`config.mk`:
```
export PLATFORM = sky130hd
export DESIGN_NAME = t_clkq_sequencer
export DESIGN_NICKNAME = d
export VERILOG_FILES = /design/src/rtl/t_clkq_sequencer.sv
export SDC_FILE = /design/constraint.sdc
export NUM_CORES = 1
export LEC_CHECK = 0
export CORE_ASPECT_RATIO = 0.9
export CORE_UTILIZATION = 50
export CTS_CLUSTER_SIZE = 14
export DETAILED_ROUTE_END_ITERATION = 7
export GPL_TIMING_DRIVEN = 0
export PLACE_DENSITY = 0.76
export SYNTH_ARGS = -nofsm -noshare
export SYNTH_HDL_FRONTEND = slang
export SYNTH_SLANG_ARGS = --single-unit
```
`constraint.sdc`:
```
create_clock -name clk -period 2 [get_ports clk]
set_input_delay 0.2 -clock clk [delete_from_list [all_inputs] [get_ports clk]]
set_output_delay 0.2 -clock clk [all_outputs]
set_load 0.02 [all_outputs]
```
`src/rtl/t_clkq_sequencer.sv`:
```
// rtl/t_clkq_sequencer.sv - sample sequencer: runs 2**LOG2_SAMPLES measurements and reports mean/min/max
//
// Ports:
//   clk         single clock, rising edge
//   rst         synchronous active-high reset
//   req         run request, honoured only while idle
//   busy        high whenever a run is in progress or its result is pending
//   meas_start  one-cycle start pulse to the measurement stage
//   meas_cnt    measured count, 0 while the measurement stage is still measuring
//   res_valid   result valid (DONE)
//   res_ready   consumer accepts the result
//   res_avg     truncated mean of the run's samples
//   res_min     minimum sample of the run
//   res_max     maximum sample of the run
//   res_timeout run aborted because a sample never arrived
module t_clkq_sequencer #(
    parameter int CNT_WIDTH    = 8,
    parameter int LOG2_SAMPLES = 2,
    parameter int TIMEOUT      = 255
) (
    input  logic                 clk,
    input  logic                 rst,
    input  logic                 req,
    output logic                 busy,
    output logic                 meas_start,
    input  logic [CNT_WIDTH-1:0] meas_cnt,
    output logic                 res_valid,
    input  logic                 res_ready,
    output logic [CNT_WIDTH-1:0] res_avg,
    output logic [CNT_WIDTH-1:0] res_min,
    output logic [CNT_WIDTH-1:0] res_max,
    output logic                 res_timeout
);

    localparam int SUM_W  = CNT_WIDTH + LOG2_SAMPLES;
    localparam int WAIT_W = (TIMEOUT < 1) ? 1 : $clog2(TIMEOUT + 1);
    localparam int SCNT_W = LOG2_SAMPLES + 1;

    localparam logic [SCNT_W-1:0] LAST_SAMPLE = SCNT_W'((1 << LOG2_SAMPLES) - 1);
    localparam logic [WAIT_W-1:0] WAIT_LIMIT  = WAIT_W'(TIMEOUT);

    localparam logic [1:0] S_IDLE  = 2'd0;
    localparam logic [1:0] S_START = 2'd1;
    localparam logic [1:0] S_WAIT  = 2'd2;
    localparam logic [1:0] S_DONE  = 2'd3;

    logic [1:0]           state;
    logic [WAIT_W-1:0]    wait_cnt;
    logic [SCNT_W-1:0]    samp_cnt;
    logic [SUM_W-1:0]     sum;
    logic [CNT_WIDTH-1:0] run_min;
    logic [CNT_WIDTH-1:0] run_max;

    logic                 capture;
    logic                 timed_out;
    logic [SUM_W-1:0]     sum_next;
    logic [CNT_WIDTH-1:0] min_next;
    logic [CNT_WIDTH-1:0] max_next;
    logic [CNT_WIDTH-1:0] avg_next;

    assign busy       = (state != S_IDLE);
    assign meas_start = (state == S_START);
    assign res_valid  = (state == S_DONE);

    // A nonzero count wins over the timeout on the cycle the limit is reached.
    assign capture   = (state == S_WAIT) && (meas_cnt != '0);
    assign timed_out = (state == S_WAIT) && (meas_cnt == '0) && (wait_cnt == WAIT_LIMIT);

    // Statistics including the sample being captured this cycle, so the final
    // capture can load the result registers directly.
    assign sum_next = sum + SUM_W'(meas_cnt);
    assign min_next = (meas_cnt < run_min) ? meas_cnt : run_min;
    assign max_next = (meas_cnt > run_max) ? meas_cnt : run_max;
    assign avg_next = CNT_WIDTH'(sum_next >> LOG2_SAMPLES);

    always_ff @(posedge clk) begin
        if (rst) begin
            state       <= S_IDLE;
            wait_cnt    <= '0;
            samp_cnt    <= '0;
            sum         <= '0;
            run_min     <= '0;
            run_max     <= '0;
            res_avg     <= '0;
            res_min     <= '0;
            res_max     <= '0;
            res_timeout <= 1'b0;
        end else begin
            case (state)
                S_IDLE: begin
                    if (req) begin
                        state    <= S_START;
                        sum      <= '0;
                        samp_cnt <= '0;
                        run_min  <= '1;
                        run_max  <= '0;
                    end
                end
                S_START: begin
                    wait_cnt <= '0;
                    state    <= S_WAIT;
                end
                S_WAIT: begin
                    if (capture) begin
                        sum     <= sum_next;
                        run_min <= min_next;
                        run_max <= max_next;
                        if (samp_cnt == LAST_SAMPLE) begin
                            state       <= S_DONE;
                            res_avg     <= avg_next;
                            res_min     <= min_next;
                            res_max     <= max_next;
                            res_timeout <= 1'b0;
                        end else begin
                            samp_cnt <= samp_cnt + 1'b1;
                            state    <= S_START;
                        end
                    end else if (timed_out) begin
                        state       <= S_DONE;
                        res_avg     <= '0;
                        res_min     <= '0;
                        res_max     <= '0;
                        res_timeout <= 1'b1;
                    end else begin
                        wait_cnt <= wait_cnt + 1'b1;
                    end
                end
                S_DONE: begin
                    if (res_ready) begin
                        state <= S_IDLE;
                    end
                end
                default: state <= S_IDLE;
            endcase
        end
    end

endmodule

```
After elaboration in Yosys (flattened, before gate mapping)
Cells that the tools add are included.

word-level totals
  register bits = 64
  output and inout bits = 28
  input bits = 12
  logic and storage cells = 77

cells by class
  mux-type cells = 34
  $lt $le $gt $ge = 2
  $add $sub $neg = 3
  reductions and logical operators = 15
  eq/ne operators = 13

operator list
  cell                                           number
  two-way mux 8 bit                              15
  case mux 8 bit (2 select lines)                3
  two-way mux 10 bit                             2
  case mux 10 bit (2 select lines)               1
  AND reduction 3 bit                            4
  adder 10 x 8 -> 10 bit                         1
  two-way mux 2 bit                              5
  != test 2 bit, second input constant           5
  two-way mux 3 bit                              3
  adder 8 x 1 -> 8 bit, second input constant    1
  == test 8 bit, second input constant           1
  greater-than comparator 8 bit                  1
  zero test 8 bit                                1
  < comparator 8 bit                             1
  case mux 2 bit (4 select lines)                1
  nonzero test 2 bit                             4
  nonzero test 8 bit                             1
  case mux 3 bit (2 select lines)                1
  == test 2 bit, second input constant           2
  != test 2 x 1 -> 1 bit, second input constant  2
  AND reduction 4 bit                            1
  adder 3 x 1 -> 3 bit, second input constant    1
  == test 3 x 2 -> 1 bit, second input constant  1
  logical AND 1 bit                              3
  other kinds (4)                                6

Depth between registers and ports, before layout
Gate-level depths: netlist of the first run.

  word-level depth = 6
  depth in mapped cells = 9
  depth with buffers taken out = 8

Worst setup path before layout of the first run
Ideal clock, no wire load.

  path type = register to register
  start = reg run_max[1]
  end = reg run_max[0]
  path buffers = 1
  setup slack = -0.036 ns
  data required time = 1.938 ns
  period minus slack after synthesis = 2.036 ns
  setup time = 0.062 ns
  cell stages (with the launch flop) = 10
  arrival time = 1.974 ns
  cell sequence = dfxtp_1 > inv_1 > ha_1 > nor2b_1 > o211ai_1 > a21oi_1 > o22ai_1 > buf_1 > a21o_1 > a32o_1

between the ends
  longest elaborated chain between the ends = 4

ends and longest elaborated chain
  item                             line  text
  start: declaration               52    logic [CNT_WIDTH-1:0] run_max;
  start signal: assignment         107   run_max <= max_next;
  greater-than comparator 8 bit    73    assign max_next = (meas_cnt > run_max) ? meas_cnt : run_max;
  two-way mux 8 bit                73
  two-way mux 8 bit                104   if (capture) begin
  case mux 8 bit (2 select lines)  89    case (state)

No other way between the ends. The select of a mux whose other input is x is not followed.
A chain may end at the register's enable or synchronous reset.

Worst setup path after layout of the first run
  start = in meas_cnt[5]
  end = reg run_min[6]

between the ends
  longest elaborated chain between the ends = 4
  elaborated cells on any way between the ends = 8
  those cells by class = order compare: 1; eq/ne: 1; mux: 3; reduce/logical: 3

ends and longest elaborated chain
  item                                                                    line    text
  start: declaration                                                      26      input logic [CNT_WIDTH-1:0] meas_cnt,
  < comparator 8 bit or nonzero test 8 bit (tied branches)                72, 66
  two-way mux 8 bit or logical AND 1 bit (tied branches)                  72, 66
  two-way mux 8 bit or != test 2 bit (tied branches)                      n/a
  case mux 8 bit (2 select lines) or AND reduction 3 bit (tied branches)  n/a
  end signal: assignment                                                  106     run_min <= min_next;
  end: declaration                                                        51      logic [CNT_WIDTH-1:0] run_min;

Parallel ways exist; a longest one is shown, timed or not. The select of a mux whose other input is x is not followed.

==> implementation parameters, run 1 <==
Parameter                              Value

Clock network
  Number of sinks handled by clock tree synthesis    64
  CTS HTree Levels    3
  Clk Tree Root Cell    sky130_fd_sc_hd__clkbuf_8
  Clock Pin Slew Worst Setup and Hold Paths    0.07 ns
  Maximum clock insertion buffer count    2
  Insertion delay of the later-clocked pin in the worst-skew pair    0.34 ns
  Number of CTS-inserted buffers    9
  CTS tree    done

Synthesis
  Number of synthesized flops with an enable pin    0
  Netlist Area Pre-Place    3350 sq um
  Share of the synthesized area in the top cell type    0.382
  Cell types with the largest area share after synthesis    sky130_fd_sc_hd__dfxtp_1 38%, sky130_fd_sc_hd__ha_1 11%, sky130_fd_sc_hd__nor2_1 3.4%
  Flops & latches, synth    64
  Synth unique cells    60
  Mean cell area of the mapped netlist    9.34 sq um
  Top flip-flop cell by instance count after synthesis    sky130_fd_sc_hd__dfxtp_1
  Sequential-to-total area share from yosys stat    0.382
  Gate Count Post-Synth    359
  Most area-hungry cell type in the Yosys netlist    sky130_fd_sc_hd__dfxtp_1
  Total nets after synthesis    402
  Yosys warning total    0
  Async set-or-reset flop fraction in the synthesized netlist    0

Placed design
  Number of input and output port buffers inserted    38
  Final weighted congestion of routability-driven global placement    0.884
  Cell area after placement    3850 sq um
  Detailed placer's ending HPWL    5.58 mm

Setup path
  Peak fanout along the critical path    8
  Number of buffer and inverter stages on the critical path    2
  Largest delay share family, worst path    compound AO/OA/AOI/OAI gates
  Cells traversed along the worst timing path    dlygate4sd2_1 > ha_4 > a21o_1 > a21o_1 > a21oi_4 > o211ai_2 > buf_4 > o221a_2
  Worst-path cell with the longest stage delay    sky130_fd_sc_hd__dlygate4sd2_1
  Dominant cell type by count on the critical path    sky130_fd_sc_hd__a21o_1
  Kind of critical path    input pin to flip-flop
  Largest incremental delay on the critical path    0.52 ns
  Critical Path Source Type    input pin
  Arrival time at the worst endpoint    2.23 ns
  Kind of end point of the critical path    flip-flop
  Critical path required time    2.24 ns

GRT
  Largest net degree at the start of global routing    11
  Wire length of the first global-routing pass    13.5 mm
  Via count of the first global-routing pass    2907
  Initial antenna violation count    0
  Overflow after GRT    0
  Overall Global Routing Usage    0.252

Routing
  Detailed-route wire length    8.66 mm
  Count of nets left with antenna violations after detail routing    0
  Number of detailed-routing iterations run before antenna repair    5
  Mean routed wirelength per cell    17.1 um
  Initial drt markers    182
  Vias per Instance    5.90
  Count of vias placed by the detailed router    2992
  Remaining routing DRC violations    0

Power and ir drop
  Power density cells    862 nW/um^2
  Worst IR drop on VDD    473 uV
  Total power after layout    0.00377 W
  Leakage    1.69 nW

Timing
  Final setup fails    0
  Transition at the pin with the smallest max-transition slack    0.599 ns
  Final slew viol count    0
  Period utilisation layout    0.995
  Setup repair after global routing missed its margin    yes
  Total negative setup slack    0 ns
  Headroom to the max-slew limit    0.598
  Hold Violations, Final    0
  Crit path time final    1.99 ns
  Max Fclk    0.503 GHz
  Worst Skew    0.00575 ns
  Hold_ws    0.276 ns

Final layout
  Synthesis-to-layout area growth    30.4%
  Area of combinational cells with multiple inputs    2140 sq um
  Antenna Diode Count    0
  Final #Nets    460
  Filler Cells Inserted    509
  FF/Latch Area    1290 sq um
  Most common library cell in the layout ignoring fill and taps    sky130_fd_sc_hd__dfxtp_1
  Post-layout utilization of the core    0.696
  Fraction of final layout cells sized beyond drive strength 1    0.214
  Most frequent cells in the layout    59 x sky130_fd_sc_hd__dfxtp_1, 29 x sky130_fd_sc_hd__nor2_1, 29 x sky130_fd_sc_hd__clkdlybuf4s50_1
  Non-Filler Cell Area, Final    4370 sq um

Run status
  Result of the run    finished clean

Die
  Row Count    27
  Area inside the core boundary    6280 sq um
  Vertical extent of the die    79.7 um
  Area of the die    7040 sq um
  I/O pin count    40
  Starting density of the core    0.534
  Width of the die    88.3 um

Job
  Max_cap viols    0

Worst hold path
  Path type of the worst min-delay path    input pin to flip-flop
repair_timing:
item,CTS,global route
endpoints found under the setup margin,63,48
pin swaps,6,25
gates cloned,0,1
buffers inserted,4,5
hold buffers,0,0
resized for setup,33,43
layout make-up:
type / count / area share
Buffer: 12 / 0.0197
Tap cell: 87 / 0.0249
Sequential cell: 64 / 0.294
Inverter: 24 / 0.0206
Multi-Input combinational cell: 259 / 0.489
Clock buffer: 10 / 0.0315
Clock inverter: 4 / 0.0160
Timing Repair Buffer: 47 / 0.104
cell families after synthesis:
group                    after synthesis  share of synthesized area
AO/OA/AOI/OAI                        103                      0.231
AND/OR/NAND/NOR                      103                      0.164
flip-flops                            64                      0.382
buffers and inverters                 37                     0.0455
adder cells (fa/ha/maj)               31                      0.118
XOR/XNOR                              12                     0.0313
multiplexers                           9                     0.0284
power breakdown:
part	internal [W]	switching [W]	total, W	leakage, nW
combinational	0.000462	0.000661	0.00112	1.07
clock	0.000718	0.000495	0.00121	0.108
sequential	0.00136	0.0000720	0.00143	0.520
flip-flops by register name, indices dropped and copies added, names as in the netlist:
| name | cells |
|---|---|
| res_max | 8 |
| wait_cnt | 8 |
| res_avg | 8 |
| run_max | 8 |
| res_timeout | 1 |
| state | 2 |
| run_min | 8 |
| samp_cnt | 3 |
| sum | 10 |
| res_min | 8 |
metrics by stage:
step | setup slack, ns | cells
2_1_floorplan | 0.0444 | 359
4_1_cts | 0.00189 | 501
3_3_place_gp | -0.929 | 484
5_1_grt | -0.0732 | 507
6_report | 0.0106 | 507
3_5_place_dp | -1.00 | 484
path summary, 6_finish.rpt:
check,depth (start not counted),slack (ns),start,endpoint
worst max-delay path,8,0.01,meas_cnt[5],run_min[6]$_SDFFE_PP0P_
worst max register to register,7,0.04,run_min[1]$_SDFFE_PP0P_,run_min[6]$_SDFFE_PP0P_
worst min-delay path,2,0.28,meas_cnt[0],run_max[0]$_SDFFE_PP0P_
worst min register to register,2,0.45,res_max[6]$_SDFFE_PP0P_,res_max[6]$_SDFFE_PP0P_
per-layer routing:
layer | up-vias | routed length (um) | GRT usage
met1 | 1424 | 3930 | 0.321
met3 | 13 | 529 | 0.0683
met5 | - | 0 | 0
li1 | 1448 | - | -
met2 | 107 | 4080 | 0.412
met4 | 0 | 122 | 0.0839
cell usage after synthesis, types with 2 or more instances:
cell and instances:
sky130_fd_sc_hd__nor3_2 2, sky130_fd_sc_hd__nand2b_1 2, sky130_fd_sc_hd__ha_1 30, sky130_fd_sc_hd__clkbuf_1 6
sky130_fd_sc_hd__or4_4 2, sky130_fd_sc_hd__a32o_1 8, sky130_fd_sc_hd__nand3_1 6, sky130_fd_sc_hd__nor2b_1 3
sky130_fd_sc_hd__xnor2_1 8, sky130_fd_sc_hd__a221o_1 8, sky130_fd_sc_hd__nand2_1 21, sky130_fd_sc_hd__o21ai_0 6
sky130_fd_sc_hd__or3_1 3, sky130_fd_sc_hd__a21oi_1 18, sky130_fd_sc_hd__mux2i_1 8, sky130_fd_sc_hd__o21ai_1 13
sky130_fd_sc_hd__a21o_1 7, sky130_fd_sc_hd__dfxtp_1 64, sky130_fd_sc_hd__o221a_2 8, sky130_fd_sc_hd__a32oi_1 2
sky130_fd_sc_hd__a211oi_1 5, sky130_fd_sc_hd__nor3_1 8, sky130_fd_sc_hd__o21ai_2 2, sky130_fd_sc_hd__inv_1 23
sky130_fd_sc_hd__o211ai_1 2, sky130_fd_sc_hd__xor2_1 4, sky130_fd_sc_hd__and4_1 2, sky130_fd_sc_hd__nor4b_1 2
sky130_fd_sc_hd__a22oi_1 7, sky130_fd_sc_hd__nand4_1 4, sky130_fd_sc_hd__nor2_1 30, sky130_fd_sc_hd__a22o_1 2
sky130_fd_sc_hd__and3_1 10, sky130_fd_sc_hd__o21a_1 3, sky130_fd_sc_hd__buf_2 5
worst reg2reg max path, delay by kind of cell (launching register included):
kind            cells  cell delay (ns)
compound gates      4             0.97
fa+ha+maj           1             0.26
buf+inv             2             0.25
flops               1             0.36
No activity file was read; power rests on OpenSTA's default activity.
==> run 2, diff against run 1 <==
- CAP_MARGIN: not set -> 20
- CORE_MARGIN: not set -> 4
- CTS_CLUSTER_DIAMETER: not set -> 30
==> run 2 against run 1 <==
The flow now finishes with violations (setup timing). Worst setup slack got worse by 0.076 ns. Clock-buffer cell count increased by 1. Power rose by 5.9%. Critical path type is now flip-flop to flip-flop. Largest power group unchanged.
==> implementation parameters, run 2 (same netlist as run 1, synthesis figures left out) <==
Parameter                              Value

Run status
  Result of the run    finished, violations left
  Violated checks    setup timing

Timing
  Period utilisation layout    1.03
  Crit path time final    2.07 ns
  Final slew viol count    0
  Worst Skew    0.0131 ns
  Final setup fails    1
  Setup repair after global routing missed its margin    yes
  Hold_ws    0.265 ns
  Transition at the pin with the smallest max-transition slack    0.534 ns
  Total negative setup slack    -0.0657 ns
  Hold Violations, Final    0
  Max Fclk    0.484 GHz
  Smallest setup slack after layout    -0.0657 ns
  Headroom to the max-slew limit    0.644

Final layout
  Flip-flop count of the largest register, all copies and words added    10
  Final #Nets    466
  Antenna Diode Count    0
  Most frequent cells in the layout    58 x sky130_fd_sc_hd__dfxtp_1, 30 x sky130_fd_sc_hd__nor2_1, 29 x sky130_fd_sc_hd__clkdlybuf4s50_1
  Synthesis-to-layout area growth    33.1%
  Most common library cell in the layout ignoring fill and taps    sky130_fd_sc_hd__dfxtp_1
  Filler Cells Inserted    513
  Fraction of final layout cells sized beyond drive strength 1    0.234
  Post-layout utilization of the core    0.681
  Largest Register    sum

Routing
  Detailed-route wire length    8.94 mm
  Count of nets left with antenna violations after detail routing    0
  Count of vias placed by the detailed router    3055
  Number of detailed-routing iterations run before antenna repair    4
  Initial drt markers    170
  Vias per Instance    5.90
  Remaining routing DRC violations    0
  Mean routed wirelength per cell    17.3 um

GRT
  Met3 Use GR    0.0649
  Overall Global Routing Usage    0.220
  Largest net degree at the start of global routing    12
  GR Util met1    0.294
  Busiest layer in global routing    met2
  Via count of the first global-routing pass    2882
  Overflow after GRT    0
  Wire length of the first global-routing pass    13.9 mm
  Initial antenna violation count    0
  Global-route track usage on met2    0.332

Clock network
  Insertion delay of the later-clocked pin in the worst-skew pair    0.36 ns
  Clk Tree Root Cell    sky130_fd_sc_hd__clkbuf_8
  Number of sinks handled by clock tree synthesis    64
  Number of CTS-inserted buffers    9
  CTS HTree Levels    3
  Clock Pin Slew Worst Setup and Hold Paths    0.08 ns
  CTS tree    done
  Maximum clock insertion buffer count    2

Die
  Starting density of the core    0.512
  Width of the die    94.3 um
  Row Count    28
  Area of the die    8080 sq um
  I/O pin count    40
  Vertical extent of the die    85.7 um
  Area inside the core boundary    6550 sq um

Setup path
  Peak fanout along the critical path    2
  Worst-path cell with the longest stage delay    sky130_fd_sc_hd__fa_2
  Kind of end point of the critical path    flip-flop
  Kind of critical path    flip-flop to flip-flop
  Critical path required time    2.24 ns
  Largest incremental delay on the critical path    0.35 ns
  Critical Path Source Type    flip-flop
  Arrival time at the worst endpoint    2.30 ns
  Depth of the worst register-to-register path    9
  Cells traversed along the worst timing path    ha_4 > fa_2 > a21oi_2 > o211ai_1 > o41ai_2 > buf_4 > nor3_2 > a21oi_1 > nor2_1

Worst hold path
  Path type of the worst min-delay path    input pin to flip-flop
  Hold-critical path depth    2

Placed design
  Detailed placer's ending HPWL    5.75 mm
  Minimum setup slack after placement    -0.952 ns
  Final weighted congestion of routability-driven global placement    0.838
  Number of input and output port buffers inserted    38

Power and ir drop
  Worst IR drop on VDD    617 uV
  Proportion of power drawn by the clock network    0.353
  Power density cells    895 nW/um^2
  Leakage    1.73 nW
  Internal    0.00273 W
  Switching power total    0.00127 W
  Switching part of the total power    0.317
  Seq pwr share    0.359
  Portion of total power attributed to combinational logic    0.288

Job
  Max_cap viols    0
-- run 2: cell count changes in the layout (fill, tap and decap cells not counted), moves of 2 or more --
cell                       previous run  this run
sky130_fd_sc_hd__o21ai_4              1         3
sky130_fd_sc_hd__nor3_1               7         5
sky130_fd_sc_hd__ha_4                 6         2
sky130_fd_sc_hd__ha_2                 1         3
sky130_fd_sc_hd__ha_1                23        25
sky130_fd_sc_hd__buf_4                9        15
sky130_fd_sc_hd__clkbuf_2             2         4
-- run 2: worst max-delay path: cells and delay by family, from the launching register on --
| kind | cells | cell delay [ns] |
|---|---|---|
| simple gates | 2 | 0.08 |
| fa+ha+maj | 2 | 0.51 |
| flops | 1 | 0.34 |
| compound gates | 4 | 0.82 |
| buf+inv | 1 | 0.19 |
-- run 2: layout make-up --
| class | instances | area [sq um] | share of cell area |
|---|---|---|---|
| Clock inverter | 5 | 103 | 0.0230 |
| Clock buffer | 11 | 151 | 0.0339 |
| Tap cell | 90 | 113 | 0.0252 |
| Multi-Input combinational cell | 259 | 2130 | 0.478 |
| Timing Repair Buffer | 53 | 498 | 0.112 |
| Sequential cell | 64 | 1290 | 0.289 |
| Inverter | 24 | 90.1 | 0.0202 |
| Buffer | 12 | 86.3 | 0.0193 |
-- run 2: metal layers --
layer | share of wire | vias to the layer above | wire length [um]
met4 | 0.022 | 0 | 196
met2 | 0.48 | 91 | 4290
met3 | 0.053 | 23 | 474
met1 | 0.44 | 1468 | 3980
li1 | - | 1473 | -
met5 | 0 | - | 0
-- run 2: power by group through the flow --
stage | registers [W] | logic (W) | clock network (W)
after detailed placement | 0.00145 | 0.000895 | 0
after global routing | 0.00144 | 0.00124 | 0.00148
after floorplan | 0.00143 | 0.000645 | 0
final | 0.00143 | 0.00115 | 0.00141
after global placement | 0.00145 | 0.000870 | 0
after CTS | 0.00142 | 0.000978 | 0.00142
-- run 2: final timing paths --
kind                      startpoint                       to  slack (ns)
min reg2reg  res_max[5]$_SDFFE_PP0P_  res_max[5]$_SDFFE_PP0P_        0.45
max              sum[0]$_SDFFE_PP0P_      sum[8]$_SDFFE_PP0P_       -0.07
max reg2reg      sum[0]$_SDFFE_PP0P_      sum[8]$_SDFFE_PP0P_       -0.07
min                      meas_cnt[0]  run_max[0]$_SDFFE_PP0P_        0.27
-- run 2: repair_timing --
action / CTS / global route
cloned: 0 / 1
setup buffers: 8 / 7
endpoints found under the hold margin: 0 / 0
pin swaps: 6 / 17
endpoints found under the setup margin: 62 / 49
hold buffers: 0 / 0
resized for setup: 39 / 41
-- run 2: per-stage QoR --
stage | cells | total power (W) | instance area, sq um
after floorplan | 359 | 0.00208 | 3360
after global placement | 487 | 0.00232 | 3850
after detailed placement | 487 | 0.00234 | 3850
after CTS | 510 | 0.00382 | 4260
after global routing | 518 | 0.00416 | 4460
final | 518 | 0.00399 | 4460
==> run 3, diff against run 2 <==
- CORE_UTILIZATION: 50 -> 55
- CTS_BUF_LIST: not set -> sky130_fd_sc_hd__clkbuf_4 sky130_fd_sc_hd__clkbuf_8
- PLACE_DENSITY: 0.76 -> 0.79
- clock period: 2 -> 2.01 ns (I/O delays scaled with it)
==> run 3 against run 2 <==
The flow now finishes without violations. Register-to-register slack better by 0.096 ns. Non-clock buffer count is 5 lower. Clock skew down 0.0056 ns. Via count is 0.36% higher. Highest routed layer unchanged. Critical endpoint is now state[1]$_SDFFE_PP0P_. Core utilization up 6.7 points. Die area down 8.3%. Cell count shrank 4.8%. Sequential cell count unchanged. Worst setup slack better by 0.067 ns. Critical path depth decreased by 2. Worst hold slack better by 0.012 ns. Combinational power about the same.
==> implementation parameters, run 3 (same netlist as run 1, synthesis figures left out) <==
Parameter                              Value

Clock network
  Maximum clock insertion buffer count    2
  Clk Tree Root Cell    sky130_fd_sc_hd__clkbuf_8
  CTS tree    done
  Number of sinks handled by clock tree synthesis    64
  Clock Pin Slew Worst Setup and Hold Paths    0.07 ns
  Number of CTS-inserted buffers    9
  CTS HTree Levels    3
  Hold buffers post-CTS    0
  Insertion delay of the later-clocked pin in the worst-skew pair    0.34 ns

Setup path
  Worst-path cell with the longest stage delay    sky130_fd_sc_hd__or4_4
  Cells traversed along the worst timing path    dlygate4sd2_1 > or4_4 > or2_1 > nor3_2 > nor2b_1 > a21oi_1 > a311oi_1
  Kind of critical path    input pin to flip-flop
  Arrival time at the worst endpoint    2.20 ns
  Terminus of the critical flop-to-flop path    sum[9]$_SDFFE_PP0P_
  Number of buffer and inverter stages on the critical path    1
  Critical Path Source Type    input pin
  Critical path launch point    meas_cnt[6]
  Critical path required time    2.21 ns
  Largest incremental delay on the critical path    0.61 ns
  Kind of end point of the critical path    flip-flop
  Peak fanout along the critical path    8
  Worst reg2reg setup slack    0.03 ns
  Worst reg2reg path startpoint    sum[2]$_SDFFE_PP0P_
  Largest delay share family, worst path    simple AND/OR/NAND/NOR gates
  Depth of the worst register-to-register path    7

Power and ir drop
  Power density cells    820 nW/um^2
  Portion of total power attributed to combinational logic    0.321
  Worst IR drop on VDD    623 uV
  Leakage    1.69 nW
  Internal    0.00233 W
  Switching part of the total power    0.344
  Switching power total    0.00122 W
  Seq pwr share    0.403
  Proportion of power drawn by the clock network    0.276

Worst hold path
  Path type of the worst min-delay path    input pin to flip-flop
  Min-delay src    meas_cnt[4]
  Worst Hold End    run_max[4]$_SDFFE_PP0P_
  Hold-critical path depth    2

Final layout
  Final #Nets    461
  Fraction of final layout cells sized beyond drive strength 1    0.217
  Most frequent cells in the layout    59 x sky130_fd_sc_hd__dfxtp_1, 30 x sky130_fd_sc_hd__clkdlybuf4s50_1, 29 x sky130_fd_sc_hd__nor2_1
  Antenna Diode Count    0
  Synthesis-to-layout area growth    29.2%
  Post-layout utilization of the core    0.748
  Flip-flop count of the largest register, all copies and words added    10
  Largest Register    sum
  Most common library cell in the layout ignoring fill and taps    sky130_fd_sc_hd__dfxtp_1

Routing
  Remaining routing DRC violations    0
  Count of nets left with antenna violations after detail routing    0
  Detailed-route wire length    8.65 mm
  Number of detailed-routing iterations run before antenna repair    5
  Count of vias placed by the detailed router    3066
  Initial drt markers    196
  Mean routed wirelength per cell    17.6 um
  Vias per Instance    6.22

Timing
  Setup repair after global routing missed its margin    yes
  Transition at the pin with the smallest max-transition slack    0.585 ns
  Hold Violations, Final    0
  Period utilisation layout    0.999
  Final slew viol count    0
  Final setup fails    0
  Smallest setup slack after layout    0.00178 ns
  Worst Skew    0.00748 ns
  Crit path time final    2.01 ns
  Max Fclk    0.498 GHz
  Headroom to the max-slew limit    0.610

Die
  Width of the die    90.3 um
  Area inside the core boundary    5790 sq um
  Vertical extent of the die    82.1 um
  Area of the die    7410 sq um
  I/O pin count    40
  Starting density of the core    0.579
  Row Count    26

GRT
  Overflow after GRT    0
  Wire length of the first global-routing pass    13.3 mm
  Overall Global Routing Usage    0.229
  Initial antenna violation count    0
  Via count of the first global-routing pass    2815
  Largest net degree at the start of global routing    11

Job
  Max_cap viols    0

Placed design
  Minimum setup slack after placement    -0.967 ns
  Final weighted congestion of routability-driven global placement    0.864
  Number of input and output port buffers inserted    38
  Detailed placer's ending HPWL    5.71 mm

Run status
  Result of the run    finished clean
==> run 3: cell types whose count changed in the layout (fill, tap and decap cells not counted), moves of 2 or more <==
cell                        before  now
sky130_fd_sc_hd__dfxtp_4         0    2
sky130_fd_sc_hd__bufinv_16       3    0
sky130_fd_sc_hd__buf_2           2    4
sky130_fd_sc_hd__clkinv_2        1    4
sky130_fd_sc_hd__ha_2            3    1
sky130_fd_sc_hd__clkbuf_2        4    2
sky130_fd_sc_hd__buf_4          15    6
sky130_fd_sc_hd__buf_6           3    6
sky130_fd_sc_hd__dfxtp_2         6    3
==> run 3: layer usage <==
metal	track usage	share of wire
met1	0.288	0.44
met2	0.387	0.49
met3	0.0577	0.058
met4	0.0795	0.015
met5	0	0
==> run 3: per-stage QoR <==
stage          setup TNS [ns]  instances  power, W  cell area (sq um)  hold WS (ns)
6_report                    0        493   0.00355               4330         0.277
2_1_floorplan               0        359   0.00206               3350         0.327
4_1_cts                     0        486   0.00334               4110         0.366
3_3_place_gp           -39.92        467   0.00230               3820         0.436
3_5_place_dp           -41.24        467   0.00233               3820         0.441
5_1_grt                -0.320        493   0.00373               4330         0.273
==> run 3: what timing repair did <==
item                                    CTS  global route
pin swaps                                 7            13
resized for setup                        35            43
endpoints found under the setup margin   63            42
cloned                                    0             1
setup buffers                             4             6
==> run 3: cell type report <==
| class | instances | area, sq um |
|---|---|---|
| Tap cell | 70 | 87.6 |
| Timing Repair Buffer | 48 | 482 |
| Fill cell | 422 | 1460 |
| Buffer | 12 | 87.6 |
| Sequential cell | 64 | 1290 |
| Clock buffer | 12 | 153 |
| Inverter | 24 | 90.1 |
| Clock inverter | 4 | 20.0 |
| Multi-Input combinational cell | 259 | 2120 |
==> run 3: worst max-delay path by stage <==
| stage | slack [ns] | to | cells after the start |
|---|---|---|---|
| 5_1_grt | -0.06 | sum[8]$_SDFFE_PP0P_ | 9 |
| 3_3_place_gp | -0.92 | res_avg[3]$_SDFFE_PP0P_ | 8 |
| 6_report | 0.002 | state[1]$_SDFFE_PP0P_ | 7 |
| 3_5_place_dp | -0.97 | res_avg[3]$_SDFFE_PP0P_ | 8 |
| 2_1_floorplan | 0.005 | sum[8]$_SDFFE_PP0P_ | 8 |
| 4_1_cts | 0.003 | res_min[7]$_SDFFE_PP0P_ | 8 |
==> run 3: power by group through the flow <==
stage	clock (W)	sequential, W	combinational [W]
after floorplan	0	0.00143	0.000640
after global placement	0	0.00144	0.000862
after detailed placement	0	0.00144	0.000886
after CTS	0.000986	0.00142	0.000941
after global routing	0.00106	0.00144	0.00123
final	0.000981	0.00143	0.00114
==> run 3: worst reg2reg max path, delay by kind of cell (launching register included) <==
| kind | cells | cell delay [ns] |
|---|---|---|
| AO/OA/AOI/OAI | 4 | 0.84 |
| flip-flops | 1 | 0.31 |
| AND/OR/NAND/NOR | 2 | 0.36 |
| adder cells (fa/ha/maj) | 1 | 0.37 |
